<file path="config.mk">
export PLATFORM = sky130hd
export DESIGN_NAME = mem_port_arbiter_flat
export DESIGN_NICKNAME = d
export VERILOG_FILES = /design/src/rtl/mem_port_arbiter_if.sv /design/src/rtl/mem_port_arbiter.sv /design/src/flat_wrapper.sv
export SDC_FILE = /design/constraint.sdc
export NUM_CORES = 1
export LEC_CHECK = 0
export BUFFER_PORTS_ARGS = -buffer_cell sky130_fd_sc_hd__clkbuf_2
export CAP_MARGIN = 10
export CORE_ASPECT_RATIO = 1.1
export CORE_MARGIN = 10
export CORE_UTILIZATION = 39
export DETAILED_ROUTE_END_ITERATION = 12
export GPL_TIMING_DRIVEN = 0
export MAX_ROUTING_LAYER = met4
export PLACE_DENSITY = 0.8
export SYNTH_ARGS = -nofsm -noshare
export SYNTH_HDL_FRONTEND = slang
export SYNTH_SLANG_ARGS = --single-unit
</file>
<file path="constraint.sdc">
create_clock -name clk_i -period 5.1 [get_ports clk_i]
set_clock_uncertainty 0.05 [all_clocks]
set_input_delay 1.02 -clock clk_i [delete_from_list [all_inputs] [get_ports clk_i]]
set_output_delay 1.02 -clock clk_i [all_outputs]
set_load 0.01 [all_outputs]
</file>
<file path="src/rtl/mem_port_arbiter_if.sv">
`default_nettype none
// +----------------------------------------------------------------------------+
// | mem_port_arbiter_if: requester, bus and response signals of the arbiter.   |
// | Rev 1.0                                                                    |
// +----------------------------------------------------------------------------+
interface mem_port_arbiter_if;
  logic        ifetch_req_valid_i;
  logic        ifetch_req_ready_o;
  logic [31:0] ifetch_req_address_i;
  logic        ifetch_rsp_valid_o;
  logic [31:0] ifetch_rsp_data_o;
  logic        data_req_valid_i;
  logic        data_req_ready_o;
  logic [31:0] data_req_address_i;
  logic        data_req_write_i;
  logic [31:0] data_req_write_data_i;
  logic [3:0]  data_req_byte_enable_i;
  logic        data_rsp_valid_o;
  logic [31:0] data_rsp_data_o;
  logic        mem_req_valid_o;
  logic        mem_req_ready_i;
  logic [31:0] mem_req_address_o;
  logic        mem_req_write_o;
  logic [31:0] mem_req_write_data_o;
  logic [3:0]  mem_req_byte_enable_o;
  logic        mem_rsp_valid_i;
  logic [31:0] mem_rsp_data_i;

  // The arbiter is the slave; requesters and memory together form the master side.
  modport slave (
    input  ifetch_req_valid_i, ifetch_req_address_i,
    output ifetch_req_ready_o, ifetch_rsp_valid_o, ifetch_rsp_data_o,
    input  data_req_valid_i, data_req_address_i, data_req_write_i,
    input  data_req_write_data_i, data_req_byte_enable_i,
    output data_req_ready_o, data_rsp_valid_o, data_rsp_data_o,
    output mem_req_valid_o, mem_req_address_o, mem_req_write_o,
    output mem_req_write_data_o, mem_req_byte_enable_o,
    input  mem_req_ready_i, mem_rsp_valid_i, mem_rsp_data_i
  );

  modport master (
    output ifetch_req_valid_i, ifetch_req_address_i,
    input  ifetch_req_ready_o, ifetch_rsp_valid_o, ifetch_rsp_data_o,
    output data_req_valid_i, data_req_address_i, data_req_write_i,
    output data_req_write_data_i, data_req_byte_enable_i,
    input  data_req_ready_o, data_rsp_valid_o, data_rsp_data_o,
    input  mem_req_valid_o, mem_req_address_o, mem_req_write_o,
    input  mem_req_write_data_o, mem_req_byte_enable_o,
    output mem_req_ready_i, mem_rsp_valid_i, mem_rsp_data_i
  );
endinterface
`default_nettype wire

</file>
<file path="src/rtl/mem_port_arbiter.sv">
`default_nettype none
// +----------------------------------------------------------------------------+
// | mem_port_arbiter: shares one memory port between ifetch and data, one      |
// | outstanding transaction. Optional macro: MEM_ARB_STARVATION_GUARD_EN.      |
// | Rev 1.0                                                                    |
// +----------------------------------------------------------------------------+
module mem_port_arbiter #(
  parameter int StarvationLimit = 4
) (
  input  logic              clk_i,
  input  logic              rst_i,
  mem_port_arbiter_if.slave bus
);

  localparam logic [1:0] c_IDLE       = 2'd0;
  localparam logic [1:0] c_REQ        = 2'd1;
  localparam logic [1:0] c_RSP        = 2'd2;
  localparam logic [1:0] c_OWN_NONE   = 2'd0;
  localparam logic [1:0] c_OWN_IFETCH = 2'd1;
  localparam logic [1:0] c_OWN_DATA   = 2'd2;

  if ((StarvationLimit < 1) || (StarvationLimit > 15)) begin : g_limit_check
    $error("mem_port_arbiter: StarvationLimit must be within 1..15");
  end

  logic [1:0]  state_q, state_d;
  logic [1:0]  owner_q, owner_d;
  logic [31:0] addr_q, addr_d;
  logic [31:0] wdata_q, wdata_d;
  logic        write_q, write_d;
  logic [3:0]  be_q, be_d;

  logic in_idle;
  logic force_ifetch;
  logic grant_data;
  logic grant_ifetch;
  logic rsp_fire;
  logic ifetch_rsp_fire;
  logic data_rsp_fire;

  // Readiness is suppressed while reset is held so nothing is accepted then.
  assign in_idle      = (state_q == c_IDLE) && !rst_i;
  assign grant_data   = in_idle && bus.data_req_valid_i && !force_ifetch;
  assign grant_ifetch = in_idle && bus.ifetch_req_valid_i && !grant_data;

`ifdef MEM_ARB_STARVATION_GUARD_EN
  localparam logic [3:0] c_LIMIT = 4'(StarvationLimit);

  logic [3:0] starve_q, starve_d;

  assign force_ifetch = bus.ifetch_req_valid_i && (starve_q == c_LIMIT);

  always_comb begin
    starve_d = starve_q;
    if (grant_ifetch) begin
      starve_d = 4'd0;
    end else if (grant_data && bus.ifetch_req_valid_i && (starve_q != c_LIMIT)) begin
      starve_d = starve_q + 4'd1;
    end
  end

  always_ff @(posedge clk_i or posedge rst_i) begin
    if (rst_i) begin
      starve_q <= 4'd0;
    end else begin
      starve_q <= starve_d;
    end
  end
`else
  assign force_ifetch = 1'b0;
`endif

  always_comb begin
    state_d = state_q;
    owner_d = owner_q;
    addr_d  = addr_q;
    wdata_d = wdata_q;
    write_d = write_q;
    be_d    = be_q;
    case (state_q)
      c_IDLE: begin
        if (grant_data) begin
          state_d = c_REQ;
          owner_d = c_OWN_DATA;
          addr_d  = bus.data_req_address_i;
          write_d = bus.data_req_write_i;
          // Loads present as full-word reads with no write payload.
          wdata_d = bus.data_req_write_i ? bus.data_req_write_data_i : 32'd0;
          be_d    = bus.data_req_write_i ? bus.data_req_byte_enable_i : 4'hF;
        end else if (grant_ifetch) begin
          state_d = c_REQ;
          owner_d = c_OWN_IFETCH;
          addr_d  = bus.ifetch_req_address_i;
          write_d = 1'b0;
          wdata_d = 32'd0;
          be_d    = 4'hF;
        end
      end
      c_REQ: begin
        if (bus.mem_req_ready_i) begin
          state_d = c_RSP;
        end
      end
      c_RSP: begin
        if (bus.mem_rsp_valid_i) begin
          state_d = c_IDLE;
          owner_d = c_OWN_NONE;
        end
      end
      default: begin
        state_d = c_IDLE;
        owner_d = c_OWN_NONE;
      end
    endcase
  end

  always_ff @(posedge clk_i or posedge rst_i) begin
    if (rst_i) begin
      state_q <= c_IDLE;
      owner_q <= c_OWN_NONE;
      addr_q  <= 32'd0;
      wdata_q <= 32'd0;
      write_q <= 1'b0;
      be_q    <= 4'd0;
    end else begin
      state_q <= state_d;
      owner_q <= owner_d;
      addr_q  <= addr_d;
      wdata_q <= wdata_d;
      write_q <= write_d;
      be_q    <= be_d;
    end
  end

  assign bus.ifetch_req_ready_o    = grant_ifetch;
  assign bus.data_req_ready_o      = grant_data;

  assign bus.mem_req_valid_o       = (state_q == c_REQ);
  assign bus.mem_req_address_o     = addr_q;
  assign bus.mem_req_write_o       = write_q;
  assign bus.mem_req_write_data_o  = wdata_q;
  assign bus.mem_req_byte_enable_o = be_q;

  assign rsp_fire        = (state_q == c_RSP) && bus.mem_rsp_valid_i;
  assign ifetch_rsp_fire = rsp_fire && (owner_q == c_OWN_IFETCH);
  assign data_rsp_fire   = rsp_fire && (owner_q == c_OWN_DATA);

  assign bus.ifetch_rsp_valid_o = ifetch_rsp_fire;
  assign bus.ifetch_rsp_data_o  = ifetch_rsp_fire ? bus.mem_rsp_data_i : 32'd0;
  assign bus.data_rsp_valid_o   = data_rsp_fire;
  assign bus.data_rsp_data_o    = data_rsp_fire ? bus.mem_rsp_data_i : 32'd0;

endmodule
`default_nettype wire

</file>
<file path="src/flat_wrapper.sv">
// flat-port wrapper written by rule: the top's interface ports become plain ports
module mem_port_arbiter_flat 
#(
  parameter int StarvationLimit = 4
)
  (clk_i, rst_i, bus_ifetch_req_valid_i, bus_ifetch_req_address_i, bus_ifetch_req_ready_o, bus_ifetch_rsp_valid_o, bus_ifetch_rsp_data_o, bus_data_req_valid_i, bus_data_req_address_i, bus_data_req_write_i, bus_data_req_write_data_i, bus_data_req_byte_enable_i, bus_data_req_ready_o, bus_data_rsp_valid_o, bus_data_rsp_data_o, bus_mem_req_valid_o, bus_mem_req_address_o, bus_mem_req_write_o, bus_mem_req_write_data_o, bus_mem_req_byte_enable_o, bus_mem_req_ready_i, bus_mem_rsp_valid_i, bus_mem_rsp_data_i);
  mem_port_arbiter_if bus_i ();
  input  logic clk_i;
  input  logic rst_i;
  input wire logic [$bits(bus_i.ifetch_req_valid_i)-1:0] bus_ifetch_req_valid_i;
  input wire logic [$bits(bus_i.ifetch_req_address_i)-1:0] bus_ifetch_req_address_i;
  output wire logic [$bits(bus_i.ifetch_req_ready_o)-1:0] bus_ifetch_req_ready_o;
  output wire logic [$bits(bus_i.ifetch_rsp_valid_o)-1:0] bus_ifetch_rsp_valid_o;
  output wire logic [$bits(bus_i.ifetch_rsp_data_o)-1:0] bus_ifetch_rsp_data_o;
  input wire logic [$bits(bus_i.data_req_valid_i)-1:0] bus_data_req_valid_i;
  input wire logic [$bits(bus_i.data_req_address_i)-1:0] bus_data_req_address_i;
  input wire logic [$bits(bus_i.data_req_write_i)-1:0] bus_data_req_write_i;
  input wire logic [$bits(bus_i.data_req_write_data_i)-1:0] bus_data_req_write_data_i;
  input wire logic [$bits(bus_i.data_req_byte_enable_i)-1:0] bus_data_req_byte_enable_i;
  output wire logic [$bits(bus_i.data_req_ready_o)-1:0] bus_data_req_ready_o;
  output wire logic [$bits(bus_i.data_rsp_valid_o)-1:0] bus_data_rsp_valid_o;
  output wire logic [$bits(bus_i.data_rsp_data_o)-1:0] bus_data_rsp_data_o;
  output wire logic [$bits(bus_i.mem_req_valid_o)-1:0] bus_mem_req_valid_o;
  output wire logic [$bits(bus_i.mem_req_address_o)-1:0] bus_mem_req_address_o;
  output wire logic [$bits(bus_i.mem_req_write_o)-1:0] bus_mem_req_write_o;
  output wire logic [$bits(bus_i.mem_req_write_data_o)-1:0] bus_mem_req_write_data_o;
  output wire logic [$bits(bus_i.mem_req_byte_enable_o)-1:0] bus_mem_req_byte_enable_o;
  input wire logic [$bits(bus_i.mem_req_ready_i)-1:0] bus_mem_req_ready_i;
  input wire logic [$bits(bus_i.mem_rsp_valid_i)-1:0] bus_mem_rsp_valid_i;
  input wire logic [$bits(bus_i.mem_rsp_data_i)-1:0] bus_mem_rsp_data_i;
  assign bus_i.ifetch_req_valid_i = bus_ifetch_req_valid_i;
  assign bus_i.ifetch_req_address_i = bus_ifetch_req_address_i;
  assign bus_ifetch_req_ready_o = bus_i.ifetch_req_ready_o;
  assign bus_ifetch_rsp_valid_o = bus_i.ifetch_rsp_valid_o;
  assign bus_ifetch_rsp_data_o = bus_i.ifetch_rsp_data_o;
  assign bus_i.data_req_valid_i = bus_data_req_valid_i;
  assign bus_i.data_req_address_i = bus_data_req_address_i;
  assign bus_i.data_req_write_i = bus_data_req_write_i;
  assign bus_i.data_req_write_data_i = bus_data_req_write_data_i;
  assign bus_i.data_req_byte_enable_i = bus_data_req_byte_enable_i;
  assign bus_data_req_ready_o = bus_i.data_req_ready_o;
  assign bus_data_rsp_valid_o = bus_i.data_rsp_valid_o;
  assign bus_data_rsp_data_o = bus_i.data_rsp_data_o;
  assign bus_mem_req_valid_o = bus_i.mem_req_valid_o;
  assign bus_mem_req_address_o = bus_i.mem_req_address_o;
  assign bus_mem_req_write_o = bus_i.mem_req_write_o;
  assign bus_mem_req_write_data_o = bus_i.mem_req_write_data_o;
  assign bus_mem_req_byte_enable_o = bus_i.mem_req_byte_enable_o;
  assign bus_i.mem_req_ready_i = bus_mem_req_ready_i;
  assign bus_i.mem_rsp_valid_i = bus_mem_rsp_valid_i;
  assign bus_i.mem_rsp_data_i = bus_mem_rsp_data_i;
  mem_port_arbiter #(.StarvationLimit(StarvationLimit)) u_core (.clk_i(clk_i), .rst_i(rst_i), .bus(bus_i));
endmodule
</file>
==> results of run 1 <==
[placed cells by master (no fill, tap or decap), types with 2 or more instances in the layout]
cell,instances
o2bb2ai_1,23
a22oi_1,9
clkbuf_1,24
clkbuf_8,11
a32oi_1,9
buf_6,2
nor2_1,3
o22a_1,4
o21ai_0,2
nand3b_1,2
diode_2,8
a31oi_1,22
buf_2,7
nor3_1,2
a22o_1,32
and2_1,88
nand2_1,11
dfrtp_1,73
nand2b_1,2
clkbuf_2,275
inv_1,3
[routing by layer]
metal / vias up / part of all wire, % / GRT usage, % / wire, µm
li1: 1764 / - / - / -
met2: 206 / 48 / 36.4 / 7360
met4: 0 / 1.7 / 7.00 / 261
met5: - / 0 / - / 0
met1: 1783 / 38 / 23.6 / 5760
met3: 17 / 12 / 11.5 / 1840
[power by group through the flow]
stage,sequential [mW],combinational (mW),clock (mW)
floorplan,1.05,0.368,0
global placement,0.956,0.888,0
detailed placement,0.958,0.913,0
CTS,0.960,0.909,0.464
global route,0.992,0.969,0.498
finish,0.961,0.890,0.458
[cell type report]
type | count | area (µm²) | area share [%]
sequential | 73 | 1830 | 34.8
multi-input combinational | 218 | 1530 | 29.1
timing repair buffer | 275 | 1380 | 26.2
clock buffer | 13 | 159 | 3.03
tap | 114 | 143 | 2.72
buffer | 31 | 140 | 2.67
clock inverter | 2 | 37.5 | 0.715
antenna | 8 | 20.0 | 0.381
inverter | 4 | 17.5 | 0.334
[kinds of logic after synthesis]
logic type	count (synthesis)
AND/OR/NAND/NOR	113
AO/OA/AOI/OAI	105
flip-flops	73
buffers and inverters	35
[registers in the layout (all words and copies together), names as in the netlist]
name and count:
u_core.bus.mem_req_address_o 32, u_core.bus.mem_req_write_data_o 32, u_core.bus.mem_req_byte_enable_o 4, u_core.owner_q 2, u_core.state_q 2, u_core.bus.mem_req_write_o 1
[through the flow]
| step | setup slack [ps] | util, % | area (µm²) | power, mW | std cells |
|---|---|---|---|---|---|
| detailed placement | 1550 | 57.0 | 5030 | 1.87 | 715 |
| global route | 1390 | 59.4 | 5250 | 2.46 | 737 |
| finish | 1540 | 59.5 | 5250 | 2.31 | 738 |
| global placement | 1310 | 57.0 | 5030 | 1.84 | 715 |
| floorplan | 2030 | - | 3510 | 1.42 | 326 |
| CTS | 1540 | 59.2 | 5230 | 2.33 | 730 |
[synthesized netlist by cell type (2+ instances only)]
cell,n
a22o_1,32
inv_1,4
buf_6,2
o21ai_0,2
and2_1,88
nor2_1,3
nand3b_1,2
a32oi_1,9
o22a_1,4
nor3_1,2
a22oi_1,9
nand2b_1,2
a31oi_1,22
o2bb2ai_1,23
nand2_1,11
dfrtp_1,73
clkbuf_1,22
buf_2,7
[final timing paths]
path	from	endpoint	slack, ps	depth (start not counted)
max	bus_ifetch_req_valid_i	bus_ifetch_req_ready_o	1540	5
min	u_core.bus.mem_req_address_o[6]	u_core.bus.mem_req_address_o[6]	440	1
max reg2reg	u_core.state_q[0]	u_core.bus.mem_req_write_data_o[12]	3070	6
min reg2reg	u_core.bus.mem_req_address_o[6]	u_core.bus.mem_req_address_o[6]	440	1
max in group asynchronous	rst_i	u_core.bus.mem_req_address_o[24]	3580	2
min in group asynchronous	rst_i	u_core.bus.mem_req_address_o[31]	850	2
==> out/metrics.csv, run 1 <==
stage,metric,value,unit
outcome,status,"complete, no violations",
pwr,combPwrFrac,38.5,%
pwr,p_int,1.46,mW
synth,ys_ff_latch,73,
pwr,p_clk_share,19.8,%
synth,synth_nets,465,
pwr,power_density,440,mW/mm²
final_layout,n_fill_cell,788,
synth,synth_edf_count,0,
synth,ys_seq_area_share,52.0,%
clock_tree,h-tree-depth,3,
global_routing,overflow,0,
synth,yosys_warnings,0,
sta,fin_crit_sh,69.8,%
synth,synth_area,0.00351,mm²
synth,synth.avg_cell_area,10.8,µm²
critical_path,path_cells,clkbuf_1 -> nor4b_1 -> clkbuf_1 -> and2_1 -> clkbuf_2,
drt,drc_errors,0,
sta,finalHoldViolCount,0,
drt,dr_total_vias,3770,
die,start_util,39.8,%
drt,drtPass1Iterations,4,
sta,setup_viol,0,
clock_tree,path_clk_slew,70,ps
die,die_width,110,µm
clock_tree,cts_resized,0,
global_routing,antenna_found_initial,7,
global_routing,grt_pass1_wl,22900,µm
flow_run,maxCapViolCount,0,
sta,min_period,3560,ps
critical_path,cpMostUsedCell,clkbuf_1,
drt,routed_via_density,5.11,
pwr,irDropWorstVdd,0.000256,V
critical_path,cpPeakStageDelay,420,ps
die,dieArea,0.0132,mm²
clock_tree,cts_setup_buffers,0,
clock_tree,tritoncts,yes,
pwr,switching_share,36.6,%
synth,synth_ff_type,dfrtp_1,
critical_path,cp-end-kind,primary output,
global_routing,grtUsageTotal,22.5,%
global_routing,grt_max_degree,74,
final_layout,drive_gt1_share,48.5,%
drt,postRouteAntennaNets,0,
clock_tree,clkLatencyLatePin,340,ps
die,core,0.00883,mm²
min_path,hp-class,flip-flop to flip-flop,
global_routing,grt_pass1_vias,4113,
placed_design,routabilityCongestion,0.960,
synth,synth_mux_area_share,0,%
synth,synth.largest_area_cell,dfrtp_1,
drt,drt-initial-drc-count,158,
critical_path,worst-path-buf-inv,3,
clock_tree,clockRootBuffer,clkbuf_8,
critical_path,path_class,input port to primary output,
sta,whs,437,ps
critical_path,start_kind,input port,
critical_path,worstPathArrival,2490,ps
clock_tree,cts_max_path_buffers,2,
drt,routed_wl,15200,µm
pwr,p_leak,2.84,nW
drt,wl_per_cell,20.6,µm
sta,clock.fmax,0.281,GHz
critical_path,critPathTopFamily,buffers and inverters,
sta,maxSlewHeadroom,42.0,%
clock_tree,cts_buffers,9,
sta,worst_slew_pin_slew,870,ps
critical_path,cp.required,4030,ps
synth,synthCells,326,
clock_tree,clock-sinks,73,
die,die_h,120,µm
synth,synth_compound_area_share,24.1,%
final_layout,layout.nets,751,
placed_design,hpwl,12800,µm
die,rows,36,
synth,synthTopCellsByArea,"dfrtp_1 52%, and2_1 16%, a22o_1 8.0%",
synth,yosysUniqueCellTypes,27,
clock_tree,cts_hold_buffers,0,
pwr,pwr-share-seq,41.6,%
synth,yosysTopAreaCellShare,52.0,%
synth,synth_top_family_by_area,compound AO/OA/AOI/OAI gates,
synth,synth_async_sr_flop_share,100,%
final_layout,area_growth,49.5,%
critical_path,slowest_stage,clkbuf_1,
synth,yosys.area_share.simple,19.5,%
critical_path,cp_max_fo,10,
placed_design,port_buffers,275,
sta,grt_setup_unrepaired,no,
die,ios,277,
sta,fin_setup_tns,0,ps
pwr,switchingPower,844,µW
synth,synthXorXnorAreaFrac,0,%
sta,drv_slew,0,
synth,synthAdderAreaFrac,0,%
No activity file was read; power rests on OpenSTA's default activity.
==> inputs of run 2 (changes only) <==
- ABC_AREA: not set -> 1
- CORE_UTILIZATION: 39 -> 37
- PLACE_DENSITY: 0.8 -> 0.77
- clock period: 5.1 -> 3.05 ns (I/O delays scaled with it)
==> run 2 against run 1 <==
  * Synthesized cell count increased by 74%
  * First-iteration DRC count increased by 17%
  * Total power increased by 80%
  * Highest routed layer unchanged
  * Register-to-register slack got worse by 1600 ps
==> out/metrics.csv, run 2 <==
stage,metric,value,unit,change
outcome,status,"complete, no violations",,
synth,synthTopCellsByArea,"dfrtp_1 48%, nand2_1 23%, inv_1 11%",,
critical_path,path_cells,clkbuf_2 -> clkinvlp_4 -> nand3_4 -> clkinv_2 -> buf_2 -> clkbuf_2,,
final_layout,final_common_cell,clkbuf_2,,
global_routing,antenna_found_initial,1,,-6
clock_tree,path_clk_slew,70,ps,about the same
die,die_h,126,µm,+5.6%
die,dieArea,0.0147,mm²,+11%
synth,synth.largest_area_cell,dfrtp_1,,
pwr,irDropWorstVdd,0.000440,V,+72%
final_layout,final_util,56.2,%,-3.2 points
die,ios,277,,unchanged
drt,drt-initial-drc-count,185,,+17%
critical_path,cp.required,2390,ps,-1640 ps
synth,synth_area,0.00379,mm²,+8.0%
drt,postRouteAntennaNets,0,,unchanged
placed_design,port_buffers,276,,+0.36%
drt,wl_met1,5390,µm,-6.4%
die,die_width,117,µm,+5.5%
final_layout,final_cell_mix,"276 x clkbuf_2, 236 x nand2_1, 107 x inv_1, 77 x nor2_1, 73 x dfrtp_1",,
clock_tree,cts_max_path_buffers,2,,unchanged
pwr,power_density,746,mW/mm²,+70%
clock_tree,cts_setup_buffers,0,,unchanged
synth,synth.most_common_cell,nand2_1,,
min_path,hp-class,input port to async pin,,
global_routing,overflow,0,,unchanged
final_layout,drive_gt1_share,36.9,%,-12 points
sta,maxSlewHeadroom,62.8,%,+21 points
pwr,power.total,4.17,mW,+80%
sta,fin_setup_tns,0,ps,unchanged
clock_tree,cts_buffers,9,,unchanged
clock_tree,clockRootBuffer,clkbuf_8,,
clock_tree,h-tree-depth,3,,unchanged
placed_design,post-place-ws,227,ps,-1320 ps
synth,yosys_warnings,0,,unchanged
critical_path,cpPeakStageDelay,460,ps,+40 ps
synth,synth_async_sr_flop_share,100,%,unchanged
critical_path,start_kind,input port,,
sta,fin_ws,320,ps,-1220 ps
placed_design,routabilityCongestion,0.854,,-11%
synth,synth_ff_type,dfrtp_1,,
global_routing,grt_max_degree,32,,-57%
sta,finalHoldViolCount,0,,unchanged
die,start_util,38.2,%,-1.6 points
sta,worst_slew_pin_slew,556,ps,-314 ps
drt,dr_total_vias,4247,,+13%
critical_path,cp-end-kind,primary output,,
sta,min_period,2730,ps,
sta,setup_viol,0,,unchanged
final_layout,area_growth,47.3,%,
flow_run,maxCapViolCount,0,,unchanged
drt,drtPass1Iterations,4,,unchanged
clock_tree,tritoncts,yes,,
drt,wl_per_cell,14.4,µm,-30%
synth,ys_ff_latch,73,,unchanged
placed_design,placed_area,0.00538,mm²,+6.8%
die,core,0.00994,mm²,+13%
final_layout,layout.nets,994,,+32%
synth,synth_common_cells,"236 x nand2_1, 108 x inv_1, 77 x nor2_1, 73 x dfrtp_1, 35 x nand3_1",,
clock_tree,cts_hold_buffers,0,,unchanged
synth,yosysUniqueCellTypes,18,,-33%
critical_path,worstRegToRegCells,8,,+2
sta,grt_setup_unrepaired,no,,
sta,clock.fmax,0.366,GHz,
drt,routed_via_density,4.33,,-15%
drt,drc_errors,0,,unchanged
sta,fin_crit_sh,89.5,%,
synth,synth_nets,705,,+52%
synth,synthCells,566,,+74%
drt,dr.max_layer_used,met4,,
synth,synth.avg_cell_area,6.70,µm²,-38%
drt,route.met3.wl,1380,µm,-25%
clock_tree,cts_resized,0,,unchanged
clock_tree,clock-sinks,73,,unchanged
global_routing,grt_pass1_vias,4334,,+5.4%
drt,met2_length,7160,µm,-2.8%
critical_path,path_class,input port to primary output,,
drt,routed_wl,14100,µm,-7.1%
critical_path,slowest_stage,clkinvlp_4,,
critical_path,cpMostUsedCell,clkbuf_2,,
synth,ys_seq_area_share,48.2,%,-3.9 points
sta,drv_slew,0,,unchanged
global_routing,grt_pass1_wl,21500,µm,-6.1%
clock_tree,clkLatencyLatePin,350,ps,about the same
pwr,p_leak,3.83,nW,+35%
final_layout,design_area,0.00559,mm²,+6.4%
synth,synth_edf_count,0,,unchanged
placed_design,hpwl,12000,µm,-6.6%
die,rows,38,,+5.6%
critical_path,worstPathArrival,2070,ps,-420 ps
global_routing,grtUsageTotal,19.2,%,-3.3 points
synth,yosysTopAreaCellShare,48.2,%,-3.9 points
critical_path,cp_max_fo,23,,+13
final_layout,n_fill_cell,975,,+24%
## run 2: worst max-delay path: cells and delay by family
| family | cells | cell delay [ps] |
|---|---|---|
| AND/OR/NAND/NOR | 1 | 340 |
| buffers and inverters | 5 | 1110 |
## run 2: path summary, 6_finish.rpt
check / from / to / slack, ps
max in group asynchronous: rst_i / u_core.bus.mem_req_address_o[30] / 1970
setup / recovery: rst_i / bus_data_req_ready_o / 320
hold reg to reg: u_core.bus.mem_req_write_o / u_core.bus.mem_req_write_o / 430
setup reg to reg: u_core.state_q[0] / u_core.bus.mem_req_write_data_o[31] / 1470
min in group clk_i: bus_data_req_write_data_i[16] / u_core.bus.mem_req_write_data_o[16] / 390
hold / removal: rst_i / u_core.state_q[1] / 250
## run 2: logic make-up after synthesis
family / count (synthesis) / share of synthesized area (%)
buffers and inverters: 137 / 14.3
AO/OA/AOI/OAI: 2 / 0.462
AND/OR/NAND/NOR: 354 / 37.1
flip-flops: 73 / 48.2
## run 2: per-stage QoR
stage / hold slack (ps) / std cells
6_report: 246 / 980
5_1_grt: 279 / 980
4_1_cts: 252 / 979
3_5_place_dp: 408 / 964
3_3_place_gp: 403 / 962
2_1_floorplan: 413 / 566
## run 2: where the power goes
part / switching, mW / internal, mW / total [mW]
combinational: 1.07 / 0.659 / 1.72
clock: 0.365 / 0.456 / 0.821
sequential: 0.238 / 1.38 / 1.62
## run 2: final cells by class
type	instances	area, µm²	share of cell area [%]
clock buffers	10	128	2.28
clock inverters	5	81.3	1.46
flip-flops and latches	73	1830	32.7
repair buffers	278	1430	25.6
plain buffers	25	119	2.13
multi-input cells	356	1430	25.5
diodes	1	2.50	0.0448
well taps	120	150	2.69
inverters	112	425	7.61
## run 2: per-layer routing
layer	up-vias	GRT usage, %
li1	2195	-
met1	1850	19.8
met2	186	33.6
met3	16	6.08
met4	0	6.48
met5	-	-
